## config.mk

```make
export PLATFORM = sky130hd
export DESIGN_NAME = load_store_unit
export DESIGN_NICKNAME = d
export VERILOG_FILES = /design/src/rtl/riscv_pkg.sv /design/src/rtl/lsu_align.sv /design/src/rtl/load_store_unit.sv
export SDC_FILE = /design/constraint.sdc
export NUM_CORES = 1
export LEC_CHECK = 0
export ABC_AREA = 1
export CORE_ASPECT_RATIO = 1.2
export CORE_MARGIN = 2
export CORE_UTILIZATION = 43
export CTS_CLUSTER_SIZE = 24
export DETAILED_ROUTE_END_ITERATION = 8
export PLACE_DENSITY = 0.81
export SLEW_MARGIN = 25
export SYNTH_ARGS = -nofsm -noshare
export SYNTH_HDL_FRONTEND = slang
export SYNTH_SLANG_ARGS = --single-unit
```

## constraint.sdc

```tcl
create_clock -name clk -period 2 [get_ports clk]
set_input_delay 0.4 -clock clk [delete_from_list [all_inputs] [get_ports clk]]
set_output_delay 0.4 -clock clk [all_outputs]
set_load 0.05 [all_outputs]
```

## src/rtl/riscv_pkg.sv

```systemverilog
// Shared load/store definitions: access-size encodings, LSU state type and
// lane helpers used by the load/store unit and its alignment datapath.
package riscv_pkg;

   localparam logic [1:0] SIZE_BYTE = 2'b00;
   localparam logic [1:0] SIZE_HALF = 2'b01;
   localparam logic [1:0] SIZE_WORD = 2'b10;
   localparam logic [1:0] SIZE_RSVD = 2'b11;   // executes as a word access

   typedef enum logic [1:0] {
      S_IDLE,
      S_REQ,
      S_WAIT,
      S_RESP
   } lsu_state_t;

   // Byte lane an access starts on once the offset is truncated to its natural alignment.
   function automatic logic [1:0] aligned_lane(input logic [1:0] size, input logic [1:0] offset);
      case (size)
         SIZE_BYTE: return offset;
         SIZE_HALF: return {offset[1], 1'b0};
         default:   return 2'b00;
      endcase
   endfunction

   // True when the address offset is not naturally aligned for the access size.
   function automatic logic misaligned(input logic [1:0] size, input logic [1:0] offset);
      case (size)
         SIZE_BYTE: return 1'b0;
         SIZE_HALF: return offset[0];
         default:   return (offset != 2'b00);
      endcase
   endfunction

endpackage

```

## src/rtl/lsu_align.sv

```systemverilog
// Load alignment: selects the addressed byte/half lane from a memory word
// and zero- or sign-extends it to 32 bits.
module lsu_align
   import riscv_pkg::*;
(
   input  logic [31:0] rdata,
   input  logic [1:0]  lane,
   input  logic [1:0]  size,
   input  logic        sign_ext,
   output logic [31:0] data
);

   logic [7:0]  byte_sel;
   logic [15:0] half_sel;

   // Lane extraction followed by extension according to the access size.
   always_comb begin
      case (lane)
         2'd0:    byte_sel = rdata[7:0];
         2'd1:    byte_sel = rdata[15:8];
         2'd2:    byte_sel = rdata[23:16];
         default: byte_sel = rdata[31:24];
      endcase
      half_sel = lane[1] ? rdata[31:16] : rdata[15:0];
      case (size)
         SIZE_BYTE: data = {{24{sign_ext & byte_sel[7]}}, byte_sel};
         SIZE_HALF: data = {{16{sign_ext & half_sel[15]}}, half_sel};
         default:   data = rdata;
      endcase
   end

endmodule

```

## src/rtl/load_store_unit.sv

```systemverilog
// Load/store unit: accepts one memory operation at a time, issues a single
// word-aligned memory request, aligns load data and returns a result.
// Optional feature macro: LSU_MISALIGN_TRAP_EN (misaligned half/word accesses
// complete immediately with out_err instead of being forced aligned).
module load_store_unit
   import riscv_pkg::*;
(
   input  logic        clk,
   input  logic        rst,
   input  logic        in_valid,
   output logic        in_ready,
   input  logic        in_mem_read,
   input  logic        in_mem_write,
   input  logic [2:0]  in_load_size,
   input  logic [1:0]  in_store_size,
   input  logic [31:0] in_addr,
   input  logic [31:0] in_wdata,
   input  logic [4:0]  in_rd,
   output logic        mem_req_valid,
   input  logic        mem_req_ready,
   output logic        mem_we,
   output logic [31:0] mem_addr,
   output logic [31:0] mem_wdata,
   output logic [3:0]  mem_wstrb,
   input  logic        mem_rvalid,
   input  logic [31:0] mem_rdata,
   output logic        out_valid,
   input  logic        out_ready,
   output logic        out_reg_write,
   output logic [4:0]  out_rd,
   output logic [31:0] out_data,
   output logic        out_err,
   input  logic        flush
);

   lsu_state_t  state;
   logic        is_load;
   logic        drop;
   logic [1:0]  ld_size;
   logic        ld_sign;
   logic [1:0]  ld_lane;
   logic [31:0] align_data;

   logic        iss_load;
   logic        iss_cmd;
   logic [1:0]  iss_size;
   logic [1:0]  iss_lane;
   logic [3:0]  iss_strb;
   logic [31:0] iss_wdata;
   logic        iss_trap;

   // Issue-side preparation: size selection, forced alignment, strobes and lane replication.
   always_comb begin
      iss_load  = in_mem_read;
      iss_cmd   = in_mem_read | in_mem_write;
      iss_size  = iss_load ? in_load_size[1:0] : in_store_size;
      iss_lane  = aligned_lane(iss_size, in_addr[1:0]);
      iss_strb  = '1;
      iss_wdata = in_wdata;
      case (iss_size)
         SIZE_BYTE: begin
            iss_strb  = 4'b0001 << iss_lane;
            iss_wdata = {4{in_wdata[7:0]}};
         end
         SIZE_HALF: begin
            iss_strb  = 4'b0011 << iss_lane;
            iss_wdata = {2{in_wdata[15:0]}};
         end
         default: ;
      endcase
      if (iss_load) iss_strb = '0;
`ifdef LSU_MISALIGN_TRAP_EN
      iss_trap = misaligned(iss_size, in_addr[1:0]);
`else
      iss_trap = 1'b0;
`endif
   end

   lsu_align u_align (
      .rdata    (mem_rdata),
      .lane     (ld_lane),
      .size     (ld_size),
      .sign_ext (ld_sign),
      .data     (align_data)
   );

`ifndef LSU_MISALIGN_TRAP_EN
   assign out_err = 1'b0;
`endif

   // Control FSM with all handshake and result outputs registered.
   always_ff @(posedge clk) begin
      if (rst) begin
         state         <= S_IDLE;
         drop          <= 1'b0;
         is_load       <= 1'b0;
         ld_size       <= '0;
         ld_sign       <= 1'b0;
         ld_lane       <= '0;
         in_ready      <= 1'b1;
         mem_req_valid <= 1'b0;
         mem_we        <= 1'b0;
         mem_addr      <= '0;
         mem_wdata     <= '0;
         mem_wstrb     <= '0;
         out_valid     <= 1'b0;
         out_reg_write <= 1'b0;
         out_rd        <= '0;
         out_data      <= '0;
`ifdef LSU_MISALIGN_TRAP_EN
         out_err       <= 1'b0;
`endif
      end else begin
         case (state)
            S_IDLE: begin
               // Commands with neither read nor write are consumed without effect.
               if (in_valid && !flush && iss_cmd) begin
                  is_load       <= iss_load;
                  ld_size       <= iss_size;
                  ld_sign       <= in_load_size[2];
                  ld_lane       <= iss_lane;
                  out_rd        <= in_rd;
                  out_data      <= '0;
                  in_ready      <= 1'b0;
`ifdef LSU_MISALIGN_TRAP_EN
                  out_err       <= iss_trap;
`endif
                  if (iss_trap) begin
                     state         <= S_RESP;
                     out_valid     <= 1'b1;
                     out_reg_write <= 1'b0;
                  end else begin
                     state         <= S_REQ;
                     mem_req_valid <= 1'b1;
                     mem_we        <= ~iss_load;
                     mem_addr      <= {in_addr[31:2], 2'b00};
                     mem_wdata     <= iss_wdata;
                     mem_wstrb     <= iss_strb;
                     out_reg_write <= iss_load;
                  end
               end
            end
            S_REQ: begin
               if (flush) begin
                  state         <= S_IDLE;
                  mem_req_valid <= 1'b0;
                  mem_wstrb     <= '0;
                  in_ready      <= 1'b1;
               end else if (mem_req_ready) begin
                  mem_req_valid <= 1'b0;
                  mem_wstrb     <= '0;
                  if (is_load) begin
                     state <= S_WAIT;
                  end else begin
                     state     <= S_RESP;
                     out_valid <= 1'b1;
                  end
               end
            end
            S_WAIT: begin
               // A flushed load still has to absorb its response before the unit is free.
               if (mem_rvalid) begin
                  drop <= 1'b0;
                  if (drop || flush) begin
                     state    <= S_IDLE;
                     in_ready <= 1'b1;
                  end else begin
                     state     <= S_RESP;
                     out_valid <= 1'b1;
                     out_data  <= align_data;
                  end
               end else if (flush) begin
                  drop <= 1'b1;
               end
            end
            S_RESP: begin
               if (flush || out_ready) begin
                  state     <= S_IDLE;
                  out_valid <= 1'b0;
                  in_ready  <= 1'b1;
               end
            end
            default: begin
               state    <= S_IDLE;
               in_ready <= 1'b1;
            end
         endcase
      end
   end

endmodule

```

==> summary.md <==
| Metric | Value |
|---|---|
| Status | finished clean |
| Min Tclk post-route | 1980 ps |
| Share of post-route cells with drive strength above 1 | 9.93% |
| Cell variety after synth | 30 |
| 1st-iter DRT viols | 294 |
| H-tree Lvls | 4 |
| DR DRC count | 0 |
| P_leak | 3.70 nW |
| PortBufs | 222 |
| Relative slew margins | 63.8% |
| Worst Path Required | 1600 ps |
| Post-synthesis sequential area ratio | 44.4% |
| Crit path launch type | flop |
| Syn avg cell area | 6.87 um2 |
| Rows | 44 |
| GRT Util Overall | 27.1% |
| Die Y | 125 um |
| Hold_sp | out_valid |
| Sw power | 0.00306 W |
| Clock net sink count | 116 |
| Slew @ Worst Pin | about 540 ps |
| Synthesized instance count | 761 |
| WP data arrival | between 1500 and 2000 ps |
| Logic gate share of total power | 33.0% |
| Critical Path Fanout Max | 2 |
| Crit-path max cell delay | just over 800 ps |
| Setup violators final | 0 |
| Fmax | 506 MHz |
| Hold/Removal Path Class | flop to flop |
| Clock Latency Late Sink | 400 ps |
| R2R depth | 7 |
| Final Worst Setup Slack | 21.8 ps |
| Hold WS | approximately 440 ps |
| Chip width | around 100 um |
| Dpl ws | -36.6 ps |
| Slowest cell on crit path | clkdlybuf4s50_1 |
| CP delay by family, top | buffers and inverters |
| CP endpoint kind | output pin |
| Switching share of power | 34.4% |
| Post-layout util | 70.0% |
| RSZ-0062 raised after global routing | no |
| Max-cap viol count | 0 |
| Worst Hold End | out_valid |
| Vias per inst | 5.01 |
| Area fraction of the dominant cell type after synthesis | 44.4% |
| Num CTS Buffers | 17 |
| Buf+Inv Stages, Crit Path | 1 |
| Diode count | 0 |
| Post-CTS Hold Buffers | 0 |
| Post-Route WL | 17,700 um |
| Initial antenna violation count | 0 |
| Seq cells post-synth | 116 |
| First-pass GRT wire length | 28,400 um |
| Post-DP HPWL | 12,800 um |
| Fin cells | 1,168 |
| Critical R2R Capture | out_data[17] |
| Drt pass-1 iters | 5 |
| Area added between synthesis and finish | 60.7% |
| Number of placed instances, taps included | ~1,100 |
| Final Hold Fails | 0 |
| Starting Density | 43.5% |
| Clock transition at path regs | 50 ps |
| Clock power frac | 36.6% |
| Critical R2R Launch | ld_lane[1] |
| Pint | 0.00585 W |
| Mean routed wirelength per cell | 15.1 um |
| R2R Setup Slk | 310 ps |
| IO Count | 226 |
| Layout Nets | 1,109 |
| Hold Path Cell Cnt | 2 |
| Critical path class | flop to output pin |
| Area of the core | about 0.012 mm2 |
| Fin. max-slew vios | 0 |
| Sequential power share | 30.5% |
| Worst path cell trace | clkdlybuf4s50_1 |
| Die area | around 0.013 mm2 |
| Yosys top cell by area | dfxtp_1 |
| Pwr Density | 1060 mW/mm2 |
| Max IR drop VDD | 0.613 mV |
| Clock tree from TritonCTS | yes |
| YS warnings | 0 |
| Remaining antenna violation count | 0 |
| CTS Buffer Depth | 2 |
| CTS root buf | clkbuf_16 |
| Vias in the first global route | ~5,800 |
| Tot Pwr | 0.00891 W |
| Final GP Congestion | 0.964 |
| GRT overflow | 0 |
| Final period util | 98.9% |
| Largest net degree at the start of global routing | 45 |
| Routed vias | 5,857 |
| Synthesized area | between 0.005 and 0.006 mm2 |
| Final clock skew | 6.38 ps |
| Top post-synthesis cells by area | dfxtp_1, nand2_1, a21oi_1 |
[cells by family after synthesis]
logic type             after synthesis  synth area share (%)
flip-flops                         116                  44.4
other                                1                0.0718
buffers and inverters               97                  8.09
AO/OA/AOI/OAI                      183                  18.8
AND/OR/NAND/NOR                    364                  28.6
[cells in the final DEF (no fill, tap or decap), types with 2 or more instances in the layout]
master	instances
nand2_2	5
conb_1	3
a31oi_1	6
clkinv_2	2
or2_2	6
dlygate4sd2_1	4
clkbuf_1	3
buf_4	38
inv_1	47
clkbuf_16	17
buf_12	5
clkbuf_8	4
clkdlybuf4s50_1	192
dlymetal6s2s_1	16
nor2_4	2
bufinv_16	4
a21oi_1	115
o21a_1	3
dfxtp_1	116
nand2_1	248
o21ai_0	44
inv_2	5
nor2_2	3
nor2_1	59
o211ai_1	10
nand3_1	35
nand3_2	3
[synth_stat cells]
cell	n
nand2_2	5
o21a_1	3
nand4_1	1
o211ai_4	1
or2_2	6
dfxtp_1	116
nor2_4	2
inv_1	47
nor2_2	3
a21oi_2	1
buf_6	2
nand3_2	3
buf_2	11
o21ai_0	44
conb_1	1
nand3_1	35
o22ai_1	1
a31oi_1	6
clkbuf_1	23
nand3_4	1
a221oi_1	1
clkinv_1	1
nor2_1	59
o211ai_1	10
a21oi_1	115
nor3_1	1
nand2_1	248
buf_4	8
o21ai_1	1
inv_2	5
[flip-flops by register name (all words and copies together) (netlist names)]
signal	count
mem_we	1
mem_addr	30
out_valid	1
is_load	1
mem_req_valid	1
in_ready	1
out_data	32
mem_wstrb	4
ld_lane	2
ld_size	2
mem_wdata	32
ld_sign	1
drop	1
state	2
out_rd	5
[layout make-up]
class	count	area, um2
repair buffers	256	2550
clock inverters	8	146
multi-input cells	550	2490
fillers	1057	3600
clock buffers	24	492
well taps	161	201
flip-flops and latches	116	2320
inverters	53	199
[what timing repair did]
| action | CTS | global route |
|---|---|---|
| endpoints found under the hold margin | 0 | 0 |
| pin swaps | 0 | 0 |
| endpoints found under the setup margin | 4 | 16 |
| setup buffers | 0 | 0 |
| resized for setup | 4 | 16 |
[per-stage QoR]
stage,instance area [um2],TNS [ps]
2_1_floorplan,5230,0
3_3_place_gp,7720,0
3_5_place_dp,7720,-114
4_1_cts,8360,0
5_1_grt,8400,0
6_report,8400,0
[how the worst max path moves through the flow]
stage / startpoint / end / slack (ps) / cells after the start
6_report: out_rd[1] / out_rd[1] / 20 / 1
5_1_grt: mem_wdata[7] / mem_wdata[7] / 0.4 / 1
4_1_cts: mem_wdata[12] / mem_wdata[12] / 6 / 1
3_5_place_dp: in_mem_read / mem_wstrb[2] / -40 / 8
3_3_place_gp: in_mem_read / mem_wstrb[2] / 0.3 / 8
2_1_floorplan: rst / mem_addr[24] / 620 / 4
[metal layers]
metal	up-vias	wire length, um	GRT usage, %
li1	2926	-	-
met1	2644	6930	30.5
met2	242	8640	46.6
met3	45	1440	8.32
met4	0	652	12.3
met5	-	0	0
[power by group through the flow]
stage	sequential (W)	combinational, W	clock [W]
after floorplan	0.00338	0.00118	0
after global placement	0.00275	0.00291	0
after detailed placement	0.00276	0.00293	0
after CTS	0.00271	0.00295	0.00329
after global routing	0.00274	0.00316	0.00340
final	0.00272	0.00294	0.00326
Power figures use the tool's default switching activity.
